### src/rtl/sram_wb_arbiter_pkg.sv
// Shared constants for the SRAM Wishbone arbiter: FSM encodings, default
// address window, watchdog default and the error read pattern.
package sram_wb_arbiter_pkg;

  localparam logic [1:0] ST_IDLE = 2'd0;
  localparam logic [1:0] ST_GNT0 = 2'd1;
  localparam logic [1:0] ST_GNT1 = 2'd2;

  localparam logic [31:0] DEF_BASE_ADDR = 32'h3000_0000;
  localparam logic [31:0] DEF_ADDR_MASK = 32'hFFFF_F000;
  localparam logic [31:0] DEF_ERR_DATA  = 32'hDEAD_BEEF;
  localparam int          DEF_TIMEOUT   = 255;

  function automatic logic in_window(input logic [31:0] adr,
                                     input logic [31:0] base,
                                     input logic [31:0] mask);
    return (adr & mask) == base;
  endfunction

endpackage

### src/rtl/wb_rr_arb2.sv
// Two-way round-robin pick. On a tie the master that did not complete last
// wins; last_q resets to 1 so master 0 wins the first tie.
module wb_rr_arb2 (
  input  logic       clk,
  input  logic       rst_n,
  input  logic [1:0] req_i,
  input  logic       done_i,
  input  logic       done_id_i,
  output logic [1:0] pick_o,
  output logic       last_o
);

  logic last_q;
  logic last_d;

  always_comb begin
    last_d = last_q;
    if (done_i) last_d = done_id_i;
  end

  always_comb begin
    pick_o = 2'b00;
    case (req_i)
      2'b01:   pick_o = 2'b01;
      2'b10:   pick_o = 2'b10;
      2'b11:   pick_o = last_q ? 2'b01 : 2'b10;
      default: pick_o = 2'b00;
    endcase
  end

  always_ff @(posedge clk) begin
    if (!rst_n) last_q <= 1'b1;
    else        last_q <= last_d;
  end

  assign last_o = last_q;

endmodule

### src/rtl/sram_wb_arbiter.sv
// Two-master Wishbone arbiter in front of the single-port SRAM wrapper, with
// master-0 address filtering, round-robin grant and an ack watchdog.
module sram_wb_arbiter
  import sram_wb_arbiter_pkg::*;
#(
  parameter logic [31:0] BASE_ADDR = DEF_BASE_ADDR,
  parameter logic [31:0] ADDR_MASK = DEF_ADDR_MASK,
  parameter int          TIMEOUT   = DEF_TIMEOUT,
  parameter logic [31:0] ERR_DATA  = DEF_ERR_DATA
) (
  input  logic        wb_clk_i,
  input  logic        wb_rst_n_i,
  input  logic        m0_cyc_i,
  input  logic        m0_stb_i,
  input  logic        m0_we_i,
  input  logic [3:0]  m0_sel_i,
  input  logic [31:0] m0_adr_i,
  input  logic [31:0] m0_dat_i,
  output logic        m0_ack_o,
  output logic [31:0] m0_dat_o,
  input  logic        m1_cyc_i,
  input  logic        m1_stb_i,
  input  logic        m1_we_i,
  input  logic [3:0]  m1_sel_i,
  input  logic [31:0] m1_adr_i,
  input  logic [31:0] m1_dat_i,
  output logic        m1_ack_o,
  output logic [31:0] m1_dat_o,
  output logic        s_cyc_o,
  output logic        s_stb_o,
  output logic        s_we_o,
  output logic [3:0]  s_sel_o,
  output logic [31:0] s_adr_o,
  output logic [31:0] s_dat_o,
  input  logic        s_ack_i,
  input  logic [31:0] s_dat_i,
  output logic        timeout_o,
  output logic        err_sticky_o,
  output logic [1:0]  gnt_o
);

  localparam logic [7:0] TO_CNT = 8'(TIMEOUT);

  logic [1:0] state_q, state_d;
  logic [7:0] cnt_q, cnt_d;
  logic       err_q, err_d;
  logic [1:0] req, pick;
  logic       last_gnt;
  logic       done, done_id;
  logic       gid, g_cyc, g_ack;
  logic [31:0] g_dat;

  assign req[0] = m0_cyc_i & m0_stb_i & in_window(m0_adr_i, BASE_ADDR, ADDR_MASK);
  assign req[1] = m1_cyc_i & m1_stb_i;

  wb_rr_arb2 u_rr (
    .clk       (wb_clk_i),
    .rst_n     (wb_rst_n_i),
    .req_i     (req),
    .done_i    (done),
    .done_id_i (done_id),
    .pick_o    (pick),
    .last_o    (last_gnt)
  );

  always_comb begin
    state_d   = state_q;
    cnt_d     = cnt_q;
    err_d     = err_q;
    done      = 1'b0;
    done_id   = 1'b0;
    gid       = (state_q == ST_GNT1);
    g_cyc     = gid ? m1_cyc_i : m0_cyc_i;
    g_ack     = 1'b0;
    g_dat     = 32'h0;
    timeout_o = 1'b0;
    s_cyc_o   = 1'b0;
    s_stb_o   = 1'b0;
    s_we_o    = 1'b0;
    s_sel_o   = 4'h0;
    s_adr_o   = 32'h0;
    s_dat_o   = 32'h0;
    case (state_q)
      ST_IDLE: begin
        cnt_d = 8'h0;
        if (pick[0])      state_d = ST_GNT0;
        else if (pick[1]) state_d = ST_GNT1;
      end
      ST_GNT0, ST_GNT1: begin
        s_cyc_o = gid ? (m1_cyc_i & m1_stb_i) : (m0_cyc_i & m0_stb_i);
        s_stb_o = s_cyc_o;
        s_we_o  = gid ? m1_we_i  : m0_we_i;
        s_sel_o = gid ? m1_sel_i : m0_sel_i;
        s_adr_o = gid ? m1_adr_i : m0_adr_i;
        s_dat_o = gid ? m1_dat_i : m0_dat_i;
        // Abort beats ack, and a real ack beats the watchdog in the same cycle.
        if (!g_cyc) begin
          done    = 1'b1;
          done_id = gid;
          state_d = ST_IDLE;
        end else if (s_ack_i) begin
          g_ack   = 1'b1;
          g_dat   = s_dat_i;
          done    = 1'b1;
          done_id = gid;
          state_d = ST_IDLE;
        end else if (cnt_q == TO_CNT) begin
          g_ack     = 1'b1;
          g_dat     = ERR_DATA;
          timeout_o = 1'b1;
          err_d     = 1'b1;
          s_cyc_o   = 1'b0;
          s_stb_o   = 1'b0;
          done      = 1'b1;
          done_id   = gid;
          state_d   = ST_IDLE;
        end else begin
          cnt_d = cnt_q + 8'd1;
        end
      end
      default: state_d = ST_IDLE;
    endcase
  end

  assign m0_ack_o     = g_ack & (state_q == ST_GNT0);
  assign m0_dat_o     = (state_q == ST_GNT0) ? g_dat : 32'h0;
  assign m1_ack_o     = g_ack & (state_q == ST_GNT1);
  assign m1_dat_o     = (state_q == ST_GNT1) ? g_dat : 32'h0;
  assign gnt_o        = {state_q == ST_GNT1, state_q == ST_GNT0};
  assign err_sticky_o = err_q;

  always_ff @(posedge wb_clk_i) begin
    if (!wb_rst_n_i) begin
      state_q <= ST_IDLE;
      cnt_q   <= 8'h0;
      err_q   <= 1'b0;
    end else begin
      state_q <= state_d;
      cnt_q   <= cnt_d;
      err_q   <= err_d;
    end
  end

endmodule

### config.mk
export PLATFORM = sky130hd
export DESIGN_NAME = sram_wb_arbiter
export DESIGN_NICKNAME = d
export VERILOG_FILES = /design/src/rtl/sram_wb_arbiter_pkg.sv /design/src/rtl/wb_rr_arb2.sv /design/src/rtl/sram_wb_arbiter.sv
export SDC_FILE = /design/constraint.sdc
export NUM_CORES = 1
export LEC_CHECK = 0
export BUFFER_PORTS_ARGS = -buffer_cell sky130_fd_sc_hd__buf_4
export CORE_AREA = 2 2 122 124
export CTS_CLUSTER_SIZE = 30
export DETAILED_ROUTE_END_ITERATION = 16
export DIE_AREA = 0 0 124 126
export PLACE_DENSITY = 0.49
export SYNTH_ARGS = -nofsm -noshare
export SYNTH_HDL_FRONTEND = slang
export SYNTH_SLANG_ARGS = --single-unit
### constraint.sdc
create_clock -name wb_clk_i -period 1.8 [get_ports wb_clk_i]
set_input_delay 0.36 -clock wb_clk_i [delete_from_list [all_inputs] [get_ports wb_clk_i]]
set_output_delay 0.36 -clock wb_clk_i [all_outputs]
set_load 0.03 [all_outputs]
==> results_tabular.tex <==
\begin{tabular}{lr}
\hline
Metric & Value \\
\hline
\multicolumn{2}{l}{\textbf{Critical path}} \\
Endpoint type of the worst setup path & primary output \\
Stages on worst setup path & 7 \\
Arrival time of data at the critical path endpoint & between 1.5 and 2 ns \\
Critical path class & register to primary output \\
Peak per-stage delay on the critical path & 0.33 ns \\
Setup crit end & m1\_dat\_o[31] \\
Startpoint type of the worst setup path & register \\
Crit path max fanout & 8 \\
Number of buffer and inverter stages on the critical path & 2 \\
Worst-path cell with the longest stage delay & dfxtp\_2 \\
Worst flop-to-flop path startpoint & state\_q[0] \\
Cells traversed along the worst timing path & ha\_4, and3\_4, and3\_4, o2111ai\_4, buf\_6, nor2\_4, buf\_6 \\
Critical path data required time & between 1 and 1.5 ns \\
Reg-to-reg critical path endpoint & cnt\_q[5] \\
Reg2Reg Setup Slack & -0.16 ns \\
Worst Reg2Reg Path Length in Cells & 8 \\
Crit. Startpoint & cnt\_q[1] \\
Critical path's top delay family & simple AND/OR/NAND/NOR gates \\
\multicolumn{2}{l}{\textbf{Place}} \\
Worst setup timing slack at the placement stage & -0.188 ns \\
Number of buffers added on ports & approximately 320 \\
Cell area after placement & about 6300 µm² \\
Half-perimeter wire length after placement & approximately 12,000 µm \\
Final weighted congestion in routability-driven placement & around 0.8 \\
\multicolumn{2}{l}{\textbf{STA}} \\
Slew headroom & roughly 64\% \\
Worst setup skew after layout & about 0.0034 ns \\
Crit path time final & approximately 2.2 ns \\
Hold WS & around 0.36 ns \\
Post-route worst setup slack & -0.365 ns \\
Final period utilization & 120\% \\
Transition time of the tightest slew-check pin & between 0.5 and 0.6 ns \\
Number of slew-limit violations in the final report & 0 \\
Setup-failing EPs final & 145 \\
Peak Freq & between 0.4 and 0.5 GHz \\
Hold Vio Cnt, Final & 0 \\
RSZ-0062 raised after global routing & yes \\
\multicolumn{2}{l}{\textbf{Power}} \\
Overall power after layout & about 2.7 mW \\
Largest vdd supply drop & $\sim$0.26 mV \\
Clock power share & between 15 and 20\% \\
Relative contribution of sequential cells to total power & around 10\% \\
Power spent charging and discharging nets & a little under 1 mW \\
Static Leak & around 3.5 nW \\
Net switching fraction of the power & a little over a third \\
Logic pwr share & around three quarters \\
Ratio of total power to cell area & roughly 320 nW/µm² \\
Cell-internal power & around 1.8 mW \\
\multicolumn{2}{l}{\textbf{Synth}} \\
Main flop type after synthesis & dfxtp\_1 \\
Distinct cells, synth & 35 \\
Cell Area, Synth & about 2500 µm² \\
Async set or reset register ratio after synthesis & 0\% \\
Instance count of the mapped netlist & 350 \\
\#FFs+latches synth & 12 \\
Synthesized Nets & roughly 530 \\
Average cell area after synthesis & $\sim$7.0 µm² \\
Sequential fraction of the synthesis area & 9.80\% \\
Yosys warnings & 0 \\
EDFF count, synth & 0 \\
\multicolumn{2}{l}{\textbf{Finish}} \\
Final nets & around 920 \\
Number of antenna repair diodes & 0 \\
Post-route cell area & 8630 µm² \\
Syn-to-layout area delta & 252\% \\
Core utilization of the finished layout & 60.3\% \\
Commonest non-fill, non-tap cell in the layout & buf\_4 \\
Ratio of cells with drive above 1 in the final layout & 88.0\% \\
Commonest cells after routing, fill and taps aside & 219 x buf\_4, 156 x buf\_6, 58 x mux2i\_4 \\
\multicolumn{2}{l}{\textbf{Detailed routing}} \\
WL per Instance & about 18 µm \\
First-iteration detailed-routing DRC count & 75 \\
Final ANT Viol Nets & 0 \\
First drt pass iteration count & 4 \\
Number of vias per cell after detailed routing & $\sim$4.4 \\
Drc violations & 0 \\
Final Routed Wirelength & roughly 16,000 µm \\
Vias after detailed routing & about 4,000 \\
\multicolumn{2}{l}{\textbf{CTS}} \\
H-tree lvl count & 1 \\
Clock edge transition at the registers on the reported setup and hold paths & approximately 0.04 ns \\
CTS tree & built \\
CTS sink cnt & 12 \\
Deepest clock path buffer count & 2 \\
Latest clock arrival within the worst-skew pair & approximately 0.24 ns \\
Master cell of the clock root buffer & clkbuf\_16 \\
Total clock buffers created by CTS & 3 \\
\multicolumn{2}{l}{\textbf{Global routing}} \\
Global-route wire length before repair & approximately 23,000 µm \\
Overflow left after global routing & 0 \\
Aggregate global-route resource usage & approximately 19\% \\
Largest net degree at the start of global routing & 22 \\
Number of global-route vias before repair & $\sim$4,300 \\
Initial antenna violation count & 0 \\
\multicolumn{2}{l}{\textbf{Floorplanning}} \\
Die area & approximately 16,000 µm² \\
Number of placement rows & 44 \\
Initial cell density of the core & $\sim$17\% \\
Die height & $\sim$130 µm \\
I/O pin total & 318 \\
Area of the placeable core & 14,300 µm² \\
Width of the die & around 120 µm \\
\multicolumn{2}{l}{\textbf{Run status}} \\
Violated checks & setup timing \\
Status & complete, but fails checks \\
\multicolumn{2}{l}{\textbf{Run}} \\
Max-cap violation count & 0 \\
\multicolumn{2}{l}{\textbf{Worst hold path}} \\
Min-delay worst type & input port to register \\
\hline
\end{tabular}
kinds of logic after synthesis:
kind of cell    Yosys count  share of synthesized area (%)
compound gates           19                           4.95
fa+ha+maj                 4                           2.04
buf+inv                  35                           6.28
flops                    12                           9.80
mux                      74                           30.4
simple gates            206                           46.6
per-stage QoR:
| step | TNS, ns | std cells |
|---|---|---|
| floorplan | -3.12 | 350 |
| global placement | -4.47 | 876 |
| detailed placement | -7.35 | 876 |
| CTS | -37.10 | 916 |
| global route | -43.63 | 918 |
| finish | -36.35 | 918 |
cell usage after synthesis, types with 2 or more instances:
| master | count | area, µm² |
|---|---|---|
| inv_1 | 6 | 22.5 |
| mux2i_1 | 73 | 731 |
| nor4_1 | 4 | 25.0 |
| nand3b_1 | 2 | 15.0 |
| and2_1 | 9 | 56.3 |
| and3_1 | 13 | 81.3 |
| buf_2 | 12 | 60.1 |
| buf_4 | 2 | 15.0 |
| nand3_1 | 8 | 40.0 |
| or3_1 | 4 | 25.0 |
| a21oi_1 | 5 | 25.0 |
| o21ai_0 | 6 | 30.0 |
| or4_1 | 2 | 15.0 |
| nor2b_1 | 95 | 594 |
| clkbuf_1 | 15 | 56.3 |
| ha_1 | 4 | 50.1 |
| nor2_1 | 51 | 191 |
| nand2_1 | 11 | 41.3 |
| dfxtp_1 | 12 | 240 |
state kept, by name (all words and copies together) (netlist names):
name,flops
err_sticky_o,1
state_q,2
cnt_q,8
u_rr.last_o,1
power groups by stage:
stage               Clock [mW]  Sequential, mW  Combinational, mW
floorplan                    0           0.278              0.707
global placement             0           0.279               1.25
detailed placement           0           0.279               1.27
CTS                      0.461           0.275               1.86
global route             0.473           0.275               2.08
finish                   0.454           0.275               1.99
metal layers:
metal | global-route usage, % | share of wire (%) | wire (µm)
met5 | 0 | 0 | 0
met4 | 4.16 | 1.7 | 279
met3 | 4.80 | 8.8 | 1450
met2 | 39.9 | 58 | 9580
met1 | 18.2 | 31 | 5180
worst register-to-register path: cells and delay by family, from the launching register on:
family	cells	cell delay (ns)
multiplexers	1	0.21
adder cells (fa/ha/maj)	1	0.19
buffers and inverters	2	0.18
flip-flops	1	0.34
AO/OA/AOI/OAI	2	0.29
AND/OR/NAND/NOR	2	0.68
cell type report:
type	count	area (µm²)
inverter	6	31.3
multi-input combinational	303	3850
fill	1140	5690
tap	184	230
clock buffer	4	88.8
timing repair buffer	409	4180
sequential	12	248
worst min-delay path by stage:
stage,startpoint,to,slack [ns],depth (start not counted)
floorplan,cnt_q[6],cnt_q[6],0.44,2
global placement,err_sticky_o,err_sticky_o,0.45,1
detailed placement,u_rr.last_o,u_rr.last_o,0.47,2
CTS,wb_rst_n_i,u_rr.last_o,0.36,2
global route,wb_rst_n_i,u_rr.last_o,0.38,2
finish,wb_rst_n_i,u_rr.last_o,0.36,2
repair_timing:
item	in CTS	in global routing
pin swaps	34	18
hold buffers	0	0
setup buffers	24	6
setup endpoints to repair	146	147
gates cloned	13	7
gates resized for setup	305	85
Power figures use the tool's default switching activity.
